File: src/rtl/cga_vram_arb_pkg.sv
// Shared types and constants for the CGA VRAM arbiter: FSM state encoding,
// default address width and the supported RAM latency range.
package cga_vram_arb_pkg;

    typedef enum logic [1:0] {
        IDLE = 2'd0,
        PEND = 2'd1,
        ACC  = 2'd2,
        DONE = 2'd3
    } arb_state_e;

    localparam int ADDR_W_DEF  = 19;
    localparam int CPU_A_W     = 15;
    localparam int RAM_LAT_MIN = 1;
    localparam int RAM_LAT_MAX = 3;

    // Keeps an out-of-range RAM latency inside what the ACC counter can time.
    function automatic int clamp_lat(input int lat);
        if (lat < RAM_LAT_MIN) begin
            return RAM_LAT_MIN;
        end else if (lat > RAM_LAT_MAX) begin
            return RAM_LAT_MAX;
        end else begin
            return lat;
        end
    endfunction

endpackage

File: src/rtl/cga_vram_arbiter_if.sv
// CPU, video-fetch and VRAM signal bundle of the arbiter; the arbiter takes
// the slave view, the surrounding glue (or a bench) the master view.
interface cga_vram_arbiter_if #(
    parameter int ADDR_W = cga_vram_arb_pkg::ADDR_W_DEF
);
    logic                                 cpu_req;
    logic                                 cpu_we;
    logic [cga_vram_arb_pkg::CPU_A_W-1:0] cpu_a;
    logic [7:0]                           cpu_d;
    logic [7:0]                           cpu_q;
    logic                                 cpu_rdy;
    logic                                 vid_read;
    logic [ADDR_W-1:0]                    vid_a;
    logic                                 isa_op_enable;
    logic [ADDR_W-1:0]                    ram_a;
    logic                                 ram_we_l;
    logic [7:0]                           ram_wd;
    logic [7:0]                           ram_d;
    logic [7:0]                           vid_q;
    logic                                 snow;

    modport slave (
        input  cpu_req, cpu_we, cpu_a, cpu_d, vid_read, vid_a, isa_op_enable, ram_d,
        output cpu_q, cpu_rdy, ram_a, ram_we_l, ram_wd, vid_q, snow
    );

    modport master (
        output cpu_req, cpu_we, cpu_a, cpu_d, vid_read, vid_a, isa_op_enable, ram_d,
        input  cpu_q, cpu_rdy, ram_a, ram_we_l, ram_wd, vid_q, snow
    );
endinterface

File: src/rtl/cga_vram_arb_timer.sv
// ACC-phase latency counter and PEND watchdog for the CGA VRAM arbiter.
// Both counters clear whenever their phase is not active.
module cga_vram_arb_timer
    import cga_vram_arb_pkg::*;
#(
    parameter int RAM_LAT      = 1,
    parameter int WAIT_TIMEOUT = 64
) (
    input  logic clk,
    input  logic reset,
    input  logic acc_i,
    input  logic pend_wait_i,
    output logic acc_last_o,
    output logic wd_expire_o
);
    localparam int WAIT_W = (WAIT_TIMEOUT > 0) ? $clog2(WAIT_TIMEOUT + 1) : 1;
    localparam logic [1:0] ACC_LAST = 2'(clamp_lat(RAM_LAT));
    localparam logic [WAIT_W-1:0] WAIT_LAST = WAIT_W'((WAIT_TIMEOUT > 0) ? WAIT_TIMEOUT - 1 : 0);
    localparam logic [WAIT_W-1:0] WAIT_MAX = '1;
    localparam bit WD_EN = (WAIT_TIMEOUT > 0);

    logic [1:0]        acc_cnt_q, acc_cnt_d;
    logic [WAIT_W-1:0] wait_cnt_q, wait_cnt_d;

    assign acc_last_o  = (acc_cnt_q == ACC_LAST);
    assign wd_expire_o = WD_EN && (wait_cnt_q == WAIT_LAST);

    // Next-count logic; the wait counter saturates so WAIT_TIMEOUT=0 never wraps.
    always_comb begin
        acc_cnt_d  = 2'd0;
        wait_cnt_d = '0;
        if (acc_i && !acc_last_o) begin
            acc_cnt_d = acc_cnt_q + 2'd1;
        end else begin
            acc_cnt_d = 2'd0;
        end
        if (pend_wait_i && !wd_expire_o) begin
            if (wait_cnt_q != WAIT_MAX) begin
                wait_cnt_d = wait_cnt_q + WAIT_W'(1);
            end else begin
                wait_cnt_d = wait_cnt_q;
            end
        end else begin
            wait_cnt_d = '0;
        end
    end

    // Counter registers.
    always_ff @(posedge clk) begin
        if (reset) begin
            acc_cnt_q  <= 2'd0;
            wait_cnt_q <= '0;
        end else begin
            acc_cnt_q  <= acc_cnt_d;
            wait_cnt_q <= wait_cnt_d;
        end
    end

endmodule

File: src/rtl/cga_vram_arbiter.sv
// Shares the 8-bit VRAM port between CGA video fetch and queued CPU ISA cycles.
// Optional feature macro CGA_SNOW_EN: CPU cycles may collide with video fetch (snow).
module cga_vram_arbiter
    import cga_vram_arb_pkg::*;
#(
    parameter int RAM_LAT      = 1,
    parameter int WAIT_TIMEOUT = 64,
    parameter int ADDR_W       = ADDR_W_DEF
) (
    input logic                clk,
    input logic                reset,
    cga_vram_arbiter_if.slave  bus
);
    arb_state_e           state_q, state_d;
    logic                 cap_we_q, cap_we_d;
    logic [CPU_A_W-1:0]   cap_a_q, cap_a_d;
    logic [7:0]           cap_d_q, cap_d_d;
    logic [7:0]           cpu_q_q, cpu_q_d;
    logic                 cpu_rdy_q, cpu_rdy_d;
    logic                 forced_q, forced_d;
    logic                 bus_abort_q, bus_abort_d;
    logic                 req_prev_q;

    logic acc_s, start_s, abort_vid_s, cpu_drive_s, pend_wait_s;
    logic acc_last_s, wd_expire_s, req_rise_s;

    assign req_rise_s  = bus.cpu_req & ~req_prev_q;
    // Reset gates the CPU drive so a write strobe drops in the reset cycle itself.
    assign acc_s       = (state_q == ACC) & ~reset;
`ifdef CGA_SNOW_EN
    assign start_s     = bus.isa_op_enable;
    assign abort_vid_s = 1'b0;
`else
    assign start_s     = bus.isa_op_enable & ~bus.vid_read;
    assign abort_vid_s = acc_s & bus.vid_read & ~forced_q;
`endif
    assign cpu_drive_s = acc_s & ~abort_vid_s;
    assign pend_wait_s = (state_q == PEND) & ~start_s;

    cga_vram_arb_timer #(
        .RAM_LAT      (RAM_LAT),
        .WAIT_TIMEOUT (WAIT_TIMEOUT)
    ) u_timer (
        .clk         (clk),
        .reset       (reset),
        .acc_i       (state_q == ACC),
        .pend_wait_i (pend_wait_s),
        .acc_last_o  (acc_last_s),
        .wd_expire_o (wd_expire_s)
    );

    // Next-state and capture logic of the CPU access FSM.
    always_comb begin
        state_d     = state_q;
        cap_we_d    = cap_we_q;
        cap_a_d     = cap_a_q;
        cap_d_d     = cap_d_q;
        cpu_q_d     = cpu_q_q;
        forced_d    = forced_q;
        bus_abort_d = bus_abort_q;
        case (state_q)
            IDLE: begin
                if (req_rise_s) begin
                    cap_we_d    = bus.cpu_we;
                    cap_a_d     = bus.cpu_a;
                    cap_d_d     = bus.cpu_d;
                    forced_d    = 1'b0;
                    bus_abort_d = 1'b0;
                    state_d     = PEND;
                end else begin
                    state_d = IDLE;
                end
            end
            PEND: begin
                bus_abort_d = bus_abort_q | ~bus.cpu_req;
                if (start_s) begin
                    forced_d = 1'b0;
                    state_d  = ACC;
                end else if (wd_expire_s) begin
                    forced_d = 1'b1;
                    state_d  = ACC;
                end else begin
                    state_d = PEND;
                end
            end
            ACC: begin
                bus_abort_d = bus_abort_q | ~bus.cpu_req;
                if (abort_vid_s) begin
                    state_d = PEND;
                end else if (acc_last_s) begin
                    if (!cap_we_q) begin
                        cpu_q_d = bus.ram_d;
                    end else begin
                        cpu_q_d = cpu_q_q;
                    end
                    state_d = (bus_abort_q || !bus.cpu_req) ? IDLE : DONE;
                end else begin
                    state_d = ACC;
                end
            end
            DONE: begin
                if (!bus.cpu_req) begin
                    state_d = IDLE;
                end else begin
                    state_d = DONE;
                end
            end
            default: begin
                state_d = IDLE;
            end
        endcase
        cpu_rdy_d = (state_d == IDLE) || (state_d == DONE);
    end

    // FSM and capture registers.
    always_ff @(posedge clk) begin
        if (reset) begin
            state_q     <= IDLE;
            cap_we_q    <= 1'b0;
            cap_a_q     <= '0;
            cap_d_q     <= 8'h00;
            cpu_q_q     <= 8'h00;
            cpu_rdy_q   <= 1'b1;
            forced_q    <= 1'b0;
            bus_abort_q <= 1'b0;
            req_prev_q  <= 1'b0;
        end else begin
            state_q     <= state_d;
            cap_we_q    <= cap_we_d;
            cap_a_q     <= cap_a_d;
            cap_d_q     <= cap_d_d;
            cpu_q_q     <= cpu_q_d;
            cpu_rdy_q   <= cpu_rdy_d;
            forced_q    <= forced_d;
            bus_abort_q <= bus_abort_d;
            req_prev_q  <= bus.cpu_req;
        end
    end

    assign bus.ram_a    = cpu_drive_s ? ADDR_W'(cap_a_q) : bus.vid_a;
    assign bus.ram_we_l = ~(cpu_drive_s & cap_we_q);
    assign bus.ram_wd   = cap_d_q;
    assign bus.cpu_q    = cpu_q_q;
    assign bus.cpu_rdy  = cpu_rdy_q;

`ifdef CGA_SNOW_EN
    assign bus.snow  = cpu_drive_s & bus.vid_read;
    assign bus.vid_q = (cpu_drive_s && cap_we_q) ? cap_d_q : bus.ram_d;
`else
    logic [7:0] vid_last_q;

    // Last clean video byte, replayed to the pixel pipe while the CPU owns RAM.
    always_ff @(posedge clk) begin
        if (reset) begin
            vid_last_q <= 8'h00;
        end else if (!acc_s) begin
            vid_last_q <= bus.ram_d;
        end
    end

    assign bus.snow  = 1'b0;
    assign bus.vid_q = acc_s ? vid_last_q : bus.ram_d;
`endif

endmodule

File: src/flat_wrapper.sv
// flat-port wrapper written by rule: the top's interface ports become plain ports
module cga_vram_arbiter_flat import cga_vram_arb_pkg::*;
#(
    parameter int RAM_LAT      = 1,
    parameter int WAIT_TIMEOUT = 64,
    parameter int ADDR_W       = ADDR_W_DEF
)
  (clk, reset, bus_cpu_req, bus_cpu_we, bus_cpu_a, bus_cpu_d, bus_vid_read, bus_vid_a, bus_isa_op_enable, bus_ram_d, bus_cpu_q, bus_cpu_rdy, bus_ram_a, bus_ram_we_l, bus_ram_wd, bus_vid_q, bus_snow);
  cga_vram_arbiter_if #(.ADDR_W(ADDR_W)) bus_i ();
  input logic clk;
  input logic reset;
  input wire logic [$bits(bus_i.cpu_req)-1:0] bus_cpu_req;
  input wire logic [$bits(bus_i.cpu_we)-1:0] bus_cpu_we;
  input wire logic [$bits(bus_i.cpu_a)-1:0] bus_cpu_a;
  input wire logic [$bits(bus_i.cpu_d)-1:0] bus_cpu_d;
  input wire logic [$bits(bus_i.vid_read)-1:0] bus_vid_read;
  input wire logic [$bits(bus_i.vid_a)-1:0] bus_vid_a;
  input wire logic [$bits(bus_i.isa_op_enable)-1:0] bus_isa_op_enable;
  input wire logic [$bits(bus_i.ram_d)-1:0] bus_ram_d;
  output wire logic [$bits(bus_i.cpu_q)-1:0] bus_cpu_q;
  output wire logic [$bits(bus_i.cpu_rdy)-1:0] bus_cpu_rdy;
  output wire logic [$bits(bus_i.ram_a)-1:0] bus_ram_a;
  output wire logic [$bits(bus_i.ram_we_l)-1:0] bus_ram_we_l;
  output wire logic [$bits(bus_i.ram_wd)-1:0] bus_ram_wd;
  output wire logic [$bits(bus_i.vid_q)-1:0] bus_vid_q;
  output wire logic [$bits(bus_i.snow)-1:0] bus_snow;
  assign bus_i.cpu_req = bus_cpu_req;
  assign bus_i.cpu_we = bus_cpu_we;
  assign bus_i.cpu_a = bus_cpu_a;
  assign bus_i.cpu_d = bus_cpu_d;
  assign bus_i.vid_read = bus_vid_read;
  assign bus_i.vid_a = bus_vid_a;
  assign bus_i.isa_op_enable = bus_isa_op_enable;
  assign bus_i.ram_d = bus_ram_d;
  assign bus_cpu_q = bus_i.cpu_q;
  assign bus_cpu_rdy = bus_i.cpu_rdy;
  assign bus_ram_a = bus_i.ram_a;
  assign bus_ram_we_l = bus_i.ram_we_l;
  assign bus_ram_wd = bus_i.ram_wd;
  assign bus_vid_q = bus_i.vid_q;
  assign bus_snow = bus_i.snow;
  cga_vram_arbiter #(.RAM_LAT(RAM_LAT), .WAIT_TIMEOUT(WAIT_TIMEOUT), .ADDR_W(ADDR_W)) u_core (.clk(clk), .reset(reset), .bus(bus_i));
endmodule
File: config.mk
export PLATFORM = sky130hd
export DESIGN_NAME = cga_vram_arbiter_flat
export DESIGN_NICKNAME = d
export VERILOG_FILES = /design/src/rtl/cga_vram_arb_pkg.sv /design/src/rtl/cga_vram_arbiter_if.sv /design/src/rtl/cga_vram_arb_timer.sv /design/src/rtl/cga_vram_arbiter.sv /design/src/flat_wrapper.sv
export SDC_FILE = /design/constraint.sdc
export NUM_CORES = 1
export LEC_CHECK = 0
export BUFFER_PORTS_ARGS = -buffer_cell sky130_fd_sc_hd__buf_2
export CORE_UTILIZATION = 51
export DETAILED_ROUTE_END_ITERATION = 10
export PLACE_DENSITY_LB_ADDON = 0.05
export SKIP_CTS_REPAIR_TIMING = 1
export SYNTH_ARGS = -nofsm -noshare
export SYNTH_HDL_FRONTEND = slang
export SYNTH_SLANG_ARGS = --single-unit
File: constraint.sdc
create_clock -name clk -period 4.8 [get_ports clk]
set_clock_uncertainty 0.05 [all_clocks]
set_input_delay 0.96 -clock clk [delete_from_list [all_inputs] [get_ports clk]]
set_output_delay 0.96 -clock clk [all_outputs]
set_load 0.005 [all_outputs]
# After elaboration in Yosys (flattened, before gate mapping)
# Cells that the tools add are included.
[classes]
n_bitwise = 20
n_reduce_logical = 18
mux = 15
add_sub_neg = 2
n_eq_ne = 9
[op_table]
columns = ["cell", "n"]
rows = [
  ["$mux W19", 1],
  ["$mux W2", 6],
  ["$not A1 Y1", 11],
  ["$and A1 B1 Y1", 8],
  ["$mux W8", 1],
  ["$pmux W2 S4", 1],
  ["$add A7 B1 Y7 const B", 1],
  ["$eq A7 B6 Y1 const B", 1],
  ["$ne A7 B7 Y1 const B", 1],
  ["$eq A2 B2 Y1 const B", 3],
  ["$reduce_or A2 Y1", 3],
  ["$eq A2 B1 Y1 const B", 2],
  ["$logic_not A2 Y1", 2],
  ["$mux W1", 4],
  ["$pmux W1 S2", 2],
  ["$reduce_and A2 Y1", 2],
  ["$reduce_and A4 Y1", 1],
  ["$reduce_bool A2 Y1", 2],
  ["$logic_not A1 Y1", 3],
  ["$ne A3 B2 Y1 const B", 1],
  ["$reduce_and A3 Y1", 1],
  ["$add A2 B1 Y2 const B", 1],
  ["$logic_and A1 B1 Y1", 2],
  ["$logic_or A1 B1 Y1", 2],
  ["2 further kinds", 2],
]
[totals]
input_bits = 56
reg_bits = 55
output_inout_bits = 46

# Depth between registers and ports, before layout
[depth]
ltp_word = 8
ltp_mapped = 7

# By module
# Synthesis repeated with hierarchy kept, for this count alone.
[hier_totals]
hier_cells = 304
area_unflattened_um2 = 2478.6
[modules_own_cells]
columns = ["module", "area_per_inst_um2", "cells_each", "instances"]
rows = [
  ["cga_vram_arbiter", 2059.5, 259, 1],
  ["cga_vram_arb_timer", 419.2, 45, 1],
]

# Worst setup path after synthesis
# OpenSTA, ideal clock, no wires.
[synth_timing]
path_kind = "input-to-output"
from = "input reset"
to = "output bus_ram_a[10]"
t_arrival_ns = 1.912
path_stages = 5
path_buffers = 2
required_time_ns = 3.790
setup_slack_ns = 1.878
path_cell_list = "buf_4 -> nor2_4 -> nand2_4 -> buf_2 -> mux2_1"
[synth_between]
elab_chain_len = 7
[synth_rtl]
columns = ["item", "line_no", "source"]
rows = [
  ["start: declaration", "flat_wrapper.sv:11", "input logic reset;"],
  ["$not A1 Y1 *", "cga_vram_arbiter.sv:29", "assign acc_s = (state_q == ACC) & ~reset;"],
  ["$and A1 B1 Y1 *", "cga_vram_arbiter.sv:29", ""],
  ["$and A1 B1 Y1 (2 in series)", "cga_vram_arbiter.sv:35", "assign abort_vid_s = acc_s & bus.vid_read & ~forced_q;"],
  ["$not A1 Y1", "cga_vram_arbiter.sv:37", "assign cpu_drive_s = acc_s & ~abort_vid_s;"],
  ["$and A1 B1 Y1 *", "cga_vram_arbiter.sv:37", ""],
  ["$mux W19 *", "cga_vram_arbiter.sv:140", "assign bus.ram_a = cpu_drive_s ? ADDR_W'(cap_a_q) : bus.vid_a;"],
  ["end: declaration", "flat_wrapper.sv:22", "output wire logic [$bits(bus_i.ram_a)-1:0] bus_ram_a;"],
]
# Mark *: on every way between the ends. The rest lies on a longest branch, timed or not.

# Final worst setup path
[layout_timing]
from = "input reset"
to = "output bus_ram_a[14]"
# Same word-level chain as after synthesis.

==> run summary <==
top post-synthesis cells by area = dfxtp_1 (46%), nand2_1 (12%), a21oi_1 (5.4%)
Synth-to-Final Area Change = 25.1%
CTS tree = yes
Setup CP Type = input pin to output pin
final WL = 4.99 mm
Row Count = 24
Initial DRT Pass Iterations = 7
PD cells = 290 nW/um^2
Final HPWL DP = 3.66 mm
Antenna Nets Post-Route = 0
Internal = 0.676 mW
switching fraction of total power = 0.227
max_slew headroom = 0.362
largest family of logic cells by synthesized area = simple AND/OR/NAND/NOR gates
total global-route track usage = 0.205
Worst-Margin Slew = 0.954 ns
status = finished with violations
f_max = 0.317 GHz
vias in the first global route = 1901
Leak = 1.44 nW
Die Width = 70.7 microns
Clk pin slew, worst setup/hold paths = 0.09 ns
Psw = 0.198 mW
gr ovfl total = 0
combinational fraction of design power = 0.114
Syn Nets = 342
synth cell count leaders = nand2_1 (76), dfxtp_1 (55), a21oi_1 (26), nor2_1 (18), mux2_2 (10)
Max Slew Vio Count = 0
top-count cell post-synth = nand2_1
DR DRC count = 14
clock sink total = 55
max-cap viol count = 0
Top-Level Pins = 102
Die Y = 70.7 microns
diode count = 0
RSZ-0062 raised after global routing = false
initial antenna violation count = 0
routability cong. = 0.780
largest net degree at the start of global routing = 31
Final Instance Area = 3010 sq um
initial core utilization = 0.541
Seq pwr share = 0.551
Hold WC Path Type = flop to flop
compound-gate portion of the synthesized area = 0.0869
layout cells sized above 1 = 0.330
Simple-Gate Fraction of Synth Area = 0.256
Vias/cell = 4.96
Max Root-Sink Buffers = 2
Crit. End Element = output pin
global-route wire length before repair = 8.17 mm
die area = 4990 sq um
worst path required time = 3.79 ns
post-route minimum period = 3.16 ns
CP Max Fanout = 22
placed instance area = 2910 sq um
vias = 2110
Post-Syn Instances = 280
Syn. warnings = 0
# H-tree levels = 2
multiplexer share of the synthesized area = 0.108
Peak supply drop = 0.000208 V
cell taking the most area after synthesis = dfxtp_1
clk_lat worst skew = 0.31 ns
# port buffers = 100
failing checks = design-rule violations
Final setup viols = 0
Seq/Total Area, Yosys = 0.458
Final Cycle Share = 0.658
Netlist cell types = 42
CTS buffer count = 5
Post-synth EDFFs = 0
DR WL/cell = 11.7 microns
Post-Synth Adder-Cell Area = 0.0312
clock root buffer = clkbuf_8
Main synth FF type = dfxtp_1
setup TNS = 0 ns
post-synthesis area per instance = 8.59 sq um
Post-Synth XOR/XNOR Area = 0.0182
final hold vios = 0
Async S/R FF share, synth = 0
initial DRC count = 90
Nets = 435
post-synthesis cell area = 2400 sq um
total core area = 4440 sq um
Clock power frac = 0.335
Crit path arrival time = 2.15 ns
#FFs+latches synth = 55
Startpoint Class = input pin
share of the synthesized area in the top cell type = 0.458
layout make-up:
type	count	area [sq um]
sequential	55	1100
multi-input combinational	204	1210
timing repair buffer	102	515
clock inverter	1	30.0
inverter	5	18.8
fill	409	1440
clock buffer	6	72.6
tap	52	65.1
sequential cells by signal (all words and copies together), names as in the netlist:
name                       cells
u_core.cap_we_q                1
u_core.forced_q                1
u_core.req_prev_q              1
u_core.bus.ram_wd              8
u_core.state_q                 2
u_core.cap_a_q                15
u_core.u_timer.wait_cnt_q      7
u_core.bus.cpu_q               8
u_core.vid_last_q              8
u_core.bus.cpu_rdy             1
u_core.bus_abort_q             1
u_core.u_timer.acc_cnt_q       2
final timing paths:
path                                           from                                      to  slack (ns)  depth (start not counted)
min reg2reg  u_core.u_timer.acc_cnt_q[0]$_SDFF_PP0_  u_core.u_timer.acc_cnt_q[0]$_SDFF_PP0_        0.39                          1
min          u_core.u_timer.acc_cnt_q[0]$_SDFF_PP0_  u_core.u_timer.acc_cnt_q[0]$_SDFF_PP0_        0.39                          1
max                                           reset                           bus_ram_a[14]        1.64                          5
max reg2reg            u_core.state_q[0]$_SDFF_PP0_           u_core.bus.cpu_rdy$_SDFF_PP1_        2.61                          6
power by group through the flow:
| stage | Sequential, mW | Clock [mW] | Combinational, mW |
|---|---|---|---|
| after floorplan | 0.491 | 0 | 0.0542 |
| after global placement | 0.492 | 0 | 0.0982 |
| after detailed placement | 0.492 | 0 | 0.101 |
| after CTS | 0.482 | 0.303 | 0.101 |
| after global routing | 0.484 | 0.317 | 0.112 |
| final | 0.482 | 0.292 | 0.0996 |
metal layers:
| layer | track usage | vias to the layer above | wire length [microns] |
|---|---|---|---|
| met2 | 0.358 | 57 | 2320 |
| met5 | 0 | - | 0 |
| met1 | 0.239 | 938 | 2290 |
| met4 | 0.0956 | 0 | 93 |
| li1 | - | 1106 | - |
| met3 | 0.0456 | 9 | 286 |
placed cells by master, fill, tap and decap left out, types with 2 or more instances in the layout:
cell / n
a211oi_1: 2
a21oi_1: 26
and2_1: 4
buf_2: 100
buf_4: 2
clkbuf_8: 5
dfxtp_1: 55
ha_1: 6
inv_1: 4
mux2_1: 5
mux2_2: 10
mux2i_1: 9
nand2_1: 76
nand2b_1: 6
nand3_1: 3
nand4_1: 3
nor2_1: 18
nor2b_1: 9
nor3_1: 2
nor3b_2: 2
o21ai_0: 2
xor2_1: 4
cells by family after synthesis:
| family | after synthesis |
|---|---|
| adders and majority gates | 6 |
| AOI/OAI and AO/OA | 36 |
| xor gates and xnor gates | 5 |
| and+or+nand+nor | 132 |
| DFF | 55 |
| buffers and inverters | 21 |
| muxes | 24 |
| other | 1 |
stage by stage:
| stage | util | instances | worst slack (ns) | hold WS, ns | power (mW) |
|---|---|---|---|---|---|
| after floorplan | - | 280 | 1.88 | 0.354 | 0.545 |
| after global placement | 0.654 | 418 | 1.63 | 0.370 | 0.590 |
| after detailed placement | 0.654 | 418 | 1.62 | 0.373 | 0.593 |
| after CTS | 0.677 | 425 | 1.62 | 0.387 | 0.886 |
| after global routing | 0.677 | 425 | 1.56 | 0.409 | 0.913 |
| final | 0.677 | 425 | 1.64 | 0.386 | 0.874 |
worst max-delay path, stage by stage:
cell     delay (ns)
buf_2          0.23
nor2_4         0.26
nand2_4        0.21
mux2_1         0.36
buf_2          0.13
(Power assumes the default switching activity.)
